<file path="config.mk">
export PLATFORM = sky130hd
export DESIGN_NAME = multi_debouncer_flat
export DESIGN_NICKNAME = d
export VERILOG_FILES = /design/src/rtl/multi_debouncer_if.sv /design/src/rtl/multi_debouncer.sv /design/src/flat_wrapper.sv
export SDC_FILE = /design/constraint.sdc
export NUM_CORES = 1
export LEC_CHECK = 0
export CORE_MARGIN = 5
export CORE_UTILIZATION = 48
export DETAILED_ROUTE_END_ITERATION = 7
export PLACE_DENSITY = 0.76
export SLEW_MARGIN = 5
export SYNTH_ARGS = -nofsm -noshare
export SYNTH_HDL_FRONTEND = slang
export SYNTH_SLANG_ARGS = --single-unit
</file>
<file path="constraint.sdc">
create_clock -name clock -period 5.6 [get_ports clock]
set_input_delay 0.56 -clock clock [delete_from_list [all_inputs] [get_ports clock]]
set_output_delay 0.56 -clock clock [all_outputs]
set_load 0.02 [all_outputs]
</file>
<file path="src/rtl/multi_debouncer_if.sv">
`default_nettype none
// ============================================================================
//  Module   : multi_debouncer_if
//  Purpose  : Bundles the raw-input and conditioned-output vectors of the
//             multi-channel debouncer.
//  Ports    : signal      - raw asynchronous inputs, active-high
//             debounced   - debounced level per channel
//             pressed     - one-clock pulse on each 0->1 level change
//             released    - one-clock pulse on each 1->0 level change
//             repeat_tick - one-clock auto-repeat pulse while held
//  Modports : master - board/pin side (drives signal, observes outputs)
//             slave  - debouncer side
//  Revision : 1.0 - initial release
// ============================================================================
interface multi_debouncer_if #(
  parameter int CHANNELS = 5
);
  logic [CHANNELS-1:0] signal;
  logic [CHANNELS-1:0] debounced;
  logic [CHANNELS-1:0] pressed;
  logic [CHANNELS-1:0] released;
  logic [CHANNELS-1:0] repeat_tick;

  modport master (
    output signal,
    input  debounced,
    input  pressed,
    input  released,
    input  repeat_tick
  );

  modport slave (
    input  signal,
    output debounced,
    output pressed,
    output released,
    output repeat_tick
  );
endinterface
`default_nettype wire

</file>
<file path="src/rtl/multi_debouncer.sv">
`default_nettype none
// ============================================================================
//  Module   : multi_debouncer
//  Purpose  : Synchronises and debounces CHANNELS raw inputs using a shared
//             sample tick and a per-channel stability counter; produces a
//             clean level, press/release pulses and optional auto-repeat.
//  Ports    : clock   - system clock
//             reset_n - asynchronous active-low reset
//             bus     - multi_debouncer_if.slave (signal in, levels/pulses out)
//  Revision : 1.0 - initial release
// ============================================================================
module multi_debouncer #(
  parameter int CHANNELS     = 5,
  parameter int CLK_DIV      = 250000,
  parameter int STABLE_TICKS = 4,
  parameter int REPEAT_DELAY = 100,
  parameter int REPEAT_RATE  = 25
) (
  input  wire logic            clock,
  input  wire logic            reset_n,
  multi_debouncer_if.slave     bus
);

  localparam int DIV_W = $clog2(CLK_DIV);
  localparam int CNT_W = $clog2(STABLE_TICKS + 1);

  localparam logic [DIV_W-1:0] DIV_LAST = DIV_W'(CLK_DIV - 1);
  localparam logic [CNT_W-1:0] CNT_LAST = CNT_W'(STABLE_TICKS - 1);

  logic [DIV_W-1:0]    div_q, div_d;
  logic                w_tick;
  logic [CHANNELS-1:0] sync1_q, sync2_q;
  logic [CHANNELS-1:0] deb_q, deb_d;
  logic [CHANNELS-1:0] pressed_q, released_q, repeat_q;
  logic [CHANNELS-1:0] w_rise, w_fall, repeat_d;

  // Shared prescaler: tick is a one-clock enable, never a clock.
  always_comb begin
    w_tick = (div_q == DIV_LAST);
    div_d  = w_tick ? '0 : div_q + DIV_W'(1);
  end

  always_ff @(posedge clock or negedge reset_n) begin
    if (!reset_n) begin
      div_q      <= '0;
      sync1_q    <= '0;
      sync2_q    <= '0;
      deb_q      <= '0;
      pressed_q  <= '0;
      released_q <= '0;
      repeat_q   <= '0;
    end else begin
      div_q      <= div_d;
      sync1_q    <= bus.signal;
      sync2_q    <= sync1_q;
      deb_q      <= deb_d;
      // Edge pulses update on the same edge as the level, so each pulse
      // lines up with the first cycle of the new level.
      pressed_q  <= w_rise;
      released_q <= w_fall;
      repeat_q   <= repeat_d;
    end
  end

  // Per-channel integrator: counts consecutive ticks on which the
  // synchronised input disagrees with the accepted level.
  for (genvar i = 0; i < CHANNELS; i++) begin : g_chan
    logic [CNT_W-1:0] cnt_q, cnt_d;
    logic             w_toggle;

    always_comb begin
      cnt_d    = cnt_q;
      w_toggle = 1'b0;
      if (w_tick) begin
        if (sync2_q[i] == deb_q[i]) begin
          cnt_d = '0;
        end else if (cnt_q == CNT_LAST) begin
          cnt_d    = '0;
          w_toggle = 1'b1;
        end else begin
          cnt_d = cnt_q + CNT_W'(1);
        end
      end
    end

    always_ff @(posedge clock or negedge reset_n) begin
      if (!reset_n) begin
        cnt_q <= '0;
      end else begin
        cnt_q <= cnt_d;
      end
    end

    assign deb_d[i]  = deb_q[i] ^ w_toggle;
    assign w_rise[i] = w_toggle & ~deb_q[i];
    assign w_fall[i] = w_toggle &  deb_q[i];
  end

  if (REPEAT_DELAY > 0) begin : g_repeat
    localparam int HOLD_MAX = (REPEAT_DELAY > REPEAT_RATE) ? REPEAT_DELAY : REPEAT_RATE;
    localparam int HOLD_W   = $clog2(HOLD_MAX + 1);

    localparam logic [HOLD_W-1:0] HOLD_FIRE   = HOLD_W'(REPEAT_DELAY);
    // Reload is taken modulo 2**HOLD_W. When REPEAT_RATE exceeds
    // REPEAT_DELAY the reload wraps above HOLD_FIRE and rolls over through
    // zero, so the next match still lands exactly REPEAT_RATE ticks later.
    localparam logic [HOLD_W-1:0] HOLD_RELOAD = HOLD_W'(REPEAT_DELAY - REPEAT_RATE);

    for (genvar i = 0; i < CHANNELS; i++) begin : g_hold
      logic [HOLD_W-1:0] hold_q, hold_d, w_inc;
      logic              w_fire;

      always_comb begin
        hold_d = hold_q;
        w_fire = 1'b0;
        w_inc  = hold_q + HOLD_W'(1);
        // A level change on this tick restarts the hold phase and
        // suppresses any repeat, including on the falling tick.
        if (w_rise[i] || w_fall[i]) begin
          hold_d = '0;
        end else if (w_tick && deb_q[i]) begin
          if (w_inc == HOLD_FIRE) begin
            w_fire = 1'b1;
            hold_d = HOLD_RELOAD;
          end else begin
            hold_d = w_inc;
          end
        end
      end

      always_ff @(posedge clock or negedge reset_n) begin
        if (!reset_n) begin
          hold_q <= '0;
        end else begin
          hold_q <= hold_d;
        end
      end

      assign repeat_d[i] = w_fire;
    end
  end else begin : g_no_repeat
    assign repeat_d = '0;
  end

  assign bus.debounced   = deb_q;
  assign bus.pressed     = pressed_q;
  assign bus.released    = released_q;
  assign bus.repeat_tick = repeat_q;

endmodule
`default_nettype wire

</file>
<file path="src/flat_wrapper.sv">
// flat-port wrapper written by rule: the top's interface ports become plain ports
module multi_debouncer_flat 
#(
  parameter int CHANNELS     = 5,
  parameter int CLK_DIV      = 250000,
  parameter int STABLE_TICKS = 4,
  parameter int REPEAT_DELAY = 100,
  parameter int REPEAT_RATE  = 25
)
  (clock, reset_n, bus_signal, bus_debounced, bus_pressed, bus_released, bus_repeat_tick);
  multi_debouncer_if #(.CHANNELS(CHANNELS)) bus_i ();
  input  wire logic clock;
  input  wire logic reset_n;
  input wire logic [$bits(bus_i.signal)-1:0] bus_signal;
  output wire logic [$bits(bus_i.debounced)-1:0] bus_debounced;
  output wire logic [$bits(bus_i.pressed)-1:0] bus_pressed;
  output wire logic [$bits(bus_i.released)-1:0] bus_released;
  output wire logic [$bits(bus_i.repeat_tick)-1:0] bus_repeat_tick;
  assign bus_i.signal = bus_signal;
  assign bus_debounced = bus_i.debounced;
  assign bus_pressed = bus_i.pressed;
  assign bus_released = bus_i.released;
  assign bus_repeat_tick = bus_i.repeat_tick;
  multi_debouncer #(.CHANNELS(CHANNELS), .CLK_DIV(CLK_DIV), .STABLE_TICKS(STABLE_TICKS), .REPEAT_DELAY(REPEAT_DELAY), .REPEAT_RATE(REPEAT_RATE)) u_core (.clock(clock), .reset_n(reset_n), .bus(bus_i));
endmodule
</file>
==> results.cfg <==
[die]
die_w_um = 108
row_count = 35
initial_core_util_pct = 49.7
ioPinCount = 27
core_area_mm2 = 0.00933
die_h_um = 108
dieArea_mm2 = 0.0117

[drt]
finalWirelength_um = 8970
first_pass_iters = 5
vias_per_cell = 5.63
drt_iter0_markers = 195
wl_per_cell_um = 14.7
vias = 3439
ant_nets = 0
remaining_drc_errors = 0

[timing]
slew_violations = 0
final.setup.tns_ps = 0
setup_viol = 0
timing.final.crit_share_pct = 52.8
skew_ps = 9.26
slew_headroom_pct = 25.9
tightest_slew_ps = 1110
rsz0062_at_grt = false
max_freq_ghz = 0.338
min_period_ps = 2960
hold_viol = 0
hold_slack_ps = 172

[clocking]
cts_num_sinks = 98
ctsLongestPathBuffers = 2
clk_pin_slew_worst_paths_ps = 90
cts_tree = yes
cts_hold_buf = 0
cts-root-buf = clkbuf_8
cts_resized = 0
postCtsSetupRepairBufs = 0
numCtsBuffers = 9
insertion_delay_ps = 350
h-tree-depth = 3

[worst_hold_path]
hold_path.class = primary input to async pin

[yosys]
syn-instance-count = 456
synth_cell_types = 43
yosysWarnings = 0
syn_area_mm2 = 0.00463
syn_nets = 484
ys_seq_area_share_pct = 52.9
yosys_register_bits = 98
async_flop_share_pct = 100
avgSynthCellArea_um2 = 10.2
synth-main-ff-cell = dfrtp_1
synth_edf_count = 0

[power_and_ir_drop]
peakVddDrop_uv = 119
power_mw = 1.21
power.density_mw_per_mm2 = 234
p_leak_nw = 2.36

[cells_and_area]
syn2layout_area_growth_pct = 11.8
final_core_util_pct = 55.5
drive_gt1_share_pct = 6.43
multi_input_area_mm2 = 0.00200
stdcell_count = 611
mostFrequentLayoutCell = dfrtp_1
mostFrequentLayoutCells = dfrtp_1, nor2_1, nand2_1
fin_nets = 505
diodes = 0
n_fill_cell = 781
seq_area_mm2 = 0.00245

[setup_path]
end_kind = flop
startpoint_type = flop
arrival_ps = 3200
crit_required_ps = 5850
worst-setup-path-type = flop to flop
crit_path_max_fanout = 28

[grt]
grt_usage_pct = 16.5
grt_antenna_before_repair = 0
grt_pass1_vias = 3381
grt_max_degree = 58
grt_overflow = 0
grt_pass1_wl_um = 15700

[place]
place_congestion = 0.868
dp.final_hpwl_um = 5980
portBuffers = 26
dp_cells = 595

[run]
drv_cap = 0

[run_status]
status = completed
[stage by stage]
step / setup slack, ps / instance area [µm²]
2_1_floorplan: 2980 / 4630
3_3_place_gp: 2800 / 4970
3_5_place_dp: 2650 / 4970
4_1_cts: 2640 / 5180
5_1_grt: 2400 / 5180
6_report: 2640 / 5180
[synth_stat cells (3+ instances only)]
master | instances | area, µm²
a21oi_1 | 22 | 110
nand4_1 | 11 | 68.8
xnor2_1 | 22 | 193
nor3_1 | 8 | 40.0
nand2_1 | 39 | 146
nand3_1 | 27 | 135
nor2_1 | 55 | 206
or4_1 | 5 | 37.5
buf_2 | 3 | 15.0
nand4b_1 | 6 | 52.6
clkbuf_1 | 9 | 33.8
ha_1 | 21 | 263
o21a_1 | 3 | 22.5
or2_2 | 6 | 37.5
a31oi_1 | 5 | 31.3
and3_1 | 11 | 68.8
o21ai_0 | 17 | 85.1
o211a_1 | 3 | 30.0
nor4b_1 | 8 | 70.1
nor4_1 | 14 | 87.6
dfrtp_1 | 98 | 2450
inv_1 | 20 | 75.1
a211oi_1 | 8 | 60.1
xor2_1 | 8 | 70.1
[state kept, by name, indices dropped and copies added (netlist names)]
signal,count
u_core.bus.repeat_tick,5
u_core.bus.pressed,5
u_core.bus.released,5
u_core.g_repeat.g_hold.hold_q,35
u_core.bus.debounced,5
u_core.g_chan.cnt_q,15
u_core.sync1_q,5
u_core.div_q,18
u_core.sync2_q,5
[cell type report]
class	count	share of cell area [%]
Tap cell	129	3.12
Clock inverter	3	0.894
Clock buffer	13	3.26
Inverter	20	1.45
Timing Repair Buffer	29	5.41
Sequential cell	98	47.3
Multi-Input combinational cell	319	38.5
[worst max-delay path: stages (launching register included)]
cell and delay (ps):
dfrtp_1 410, ha_1 240, and3_1 230, nand2_1 350
or2_1 310, buf_4 360, nor4b_1 120, ha_1 220
or2_2 370, nor4_1 220
[cells by family (layout without fill, tap and decap cells)]
| family | count (synthesis) | in the layout | synth area share (%) |
|---|---|---|---|
| muxes | 1 | 1 | 0.216 |
| adders and majority gates | 21 | 21 | 5.67 |
| buffers and inverters | 39 | 65 | 4.00 |
| AOI/OAI and AO/OA | 62 | 62 | 7.99 |
| DFF | 98 | 98 | 52.9 |
| xor gates and xnor gates | 30 | 30 | 5.67 |
| and+or+nand+nor | 205 | 205 | 23.5 |
[routing by layer]
layer	vias up	share of wire (%)	global-route usage [%]
met4	0	1.8	6.94
met5	-	0	0
met3	14	4.2	2.57
met1	1705	47	22.8
met2	82	47	26.1
li1	1638	-	-
[worst paths after layout]
kind	startpoint	cells after the start	end	slack (ps)
max reg2reg	u_core.div_q[0]	9	u_core.bus.repeat_tick[3]	2640
max	u_core.div_q[0]	9	u_core.bus.repeat_tick[3]	2640
min reg2reg	u_core.sync1_q[4]	0	u_core.sync2_q[4]	350
min in group clock	u_core.sync1_q[4]	0	u_core.sync2_q[4]	350
min	reset_n	1	u_core.g_chan[0].cnt_q[0]	170
max in group asynchronous	reset_n	2	u_core.g_chan[4].cnt_q[0]	4290
[report_power, final]
part | switching, mW | internal (mW) | total (mW)
Sequential | 0.00163 | 0.711 | 0.712
Combinational | 0.0166 | 0.00582 | 0.0224
Clock | 0.233 | 0.244 | 0.477
Total | 0.251 | 0.961 | 1.21
Power figures use the tool's default switching activity.
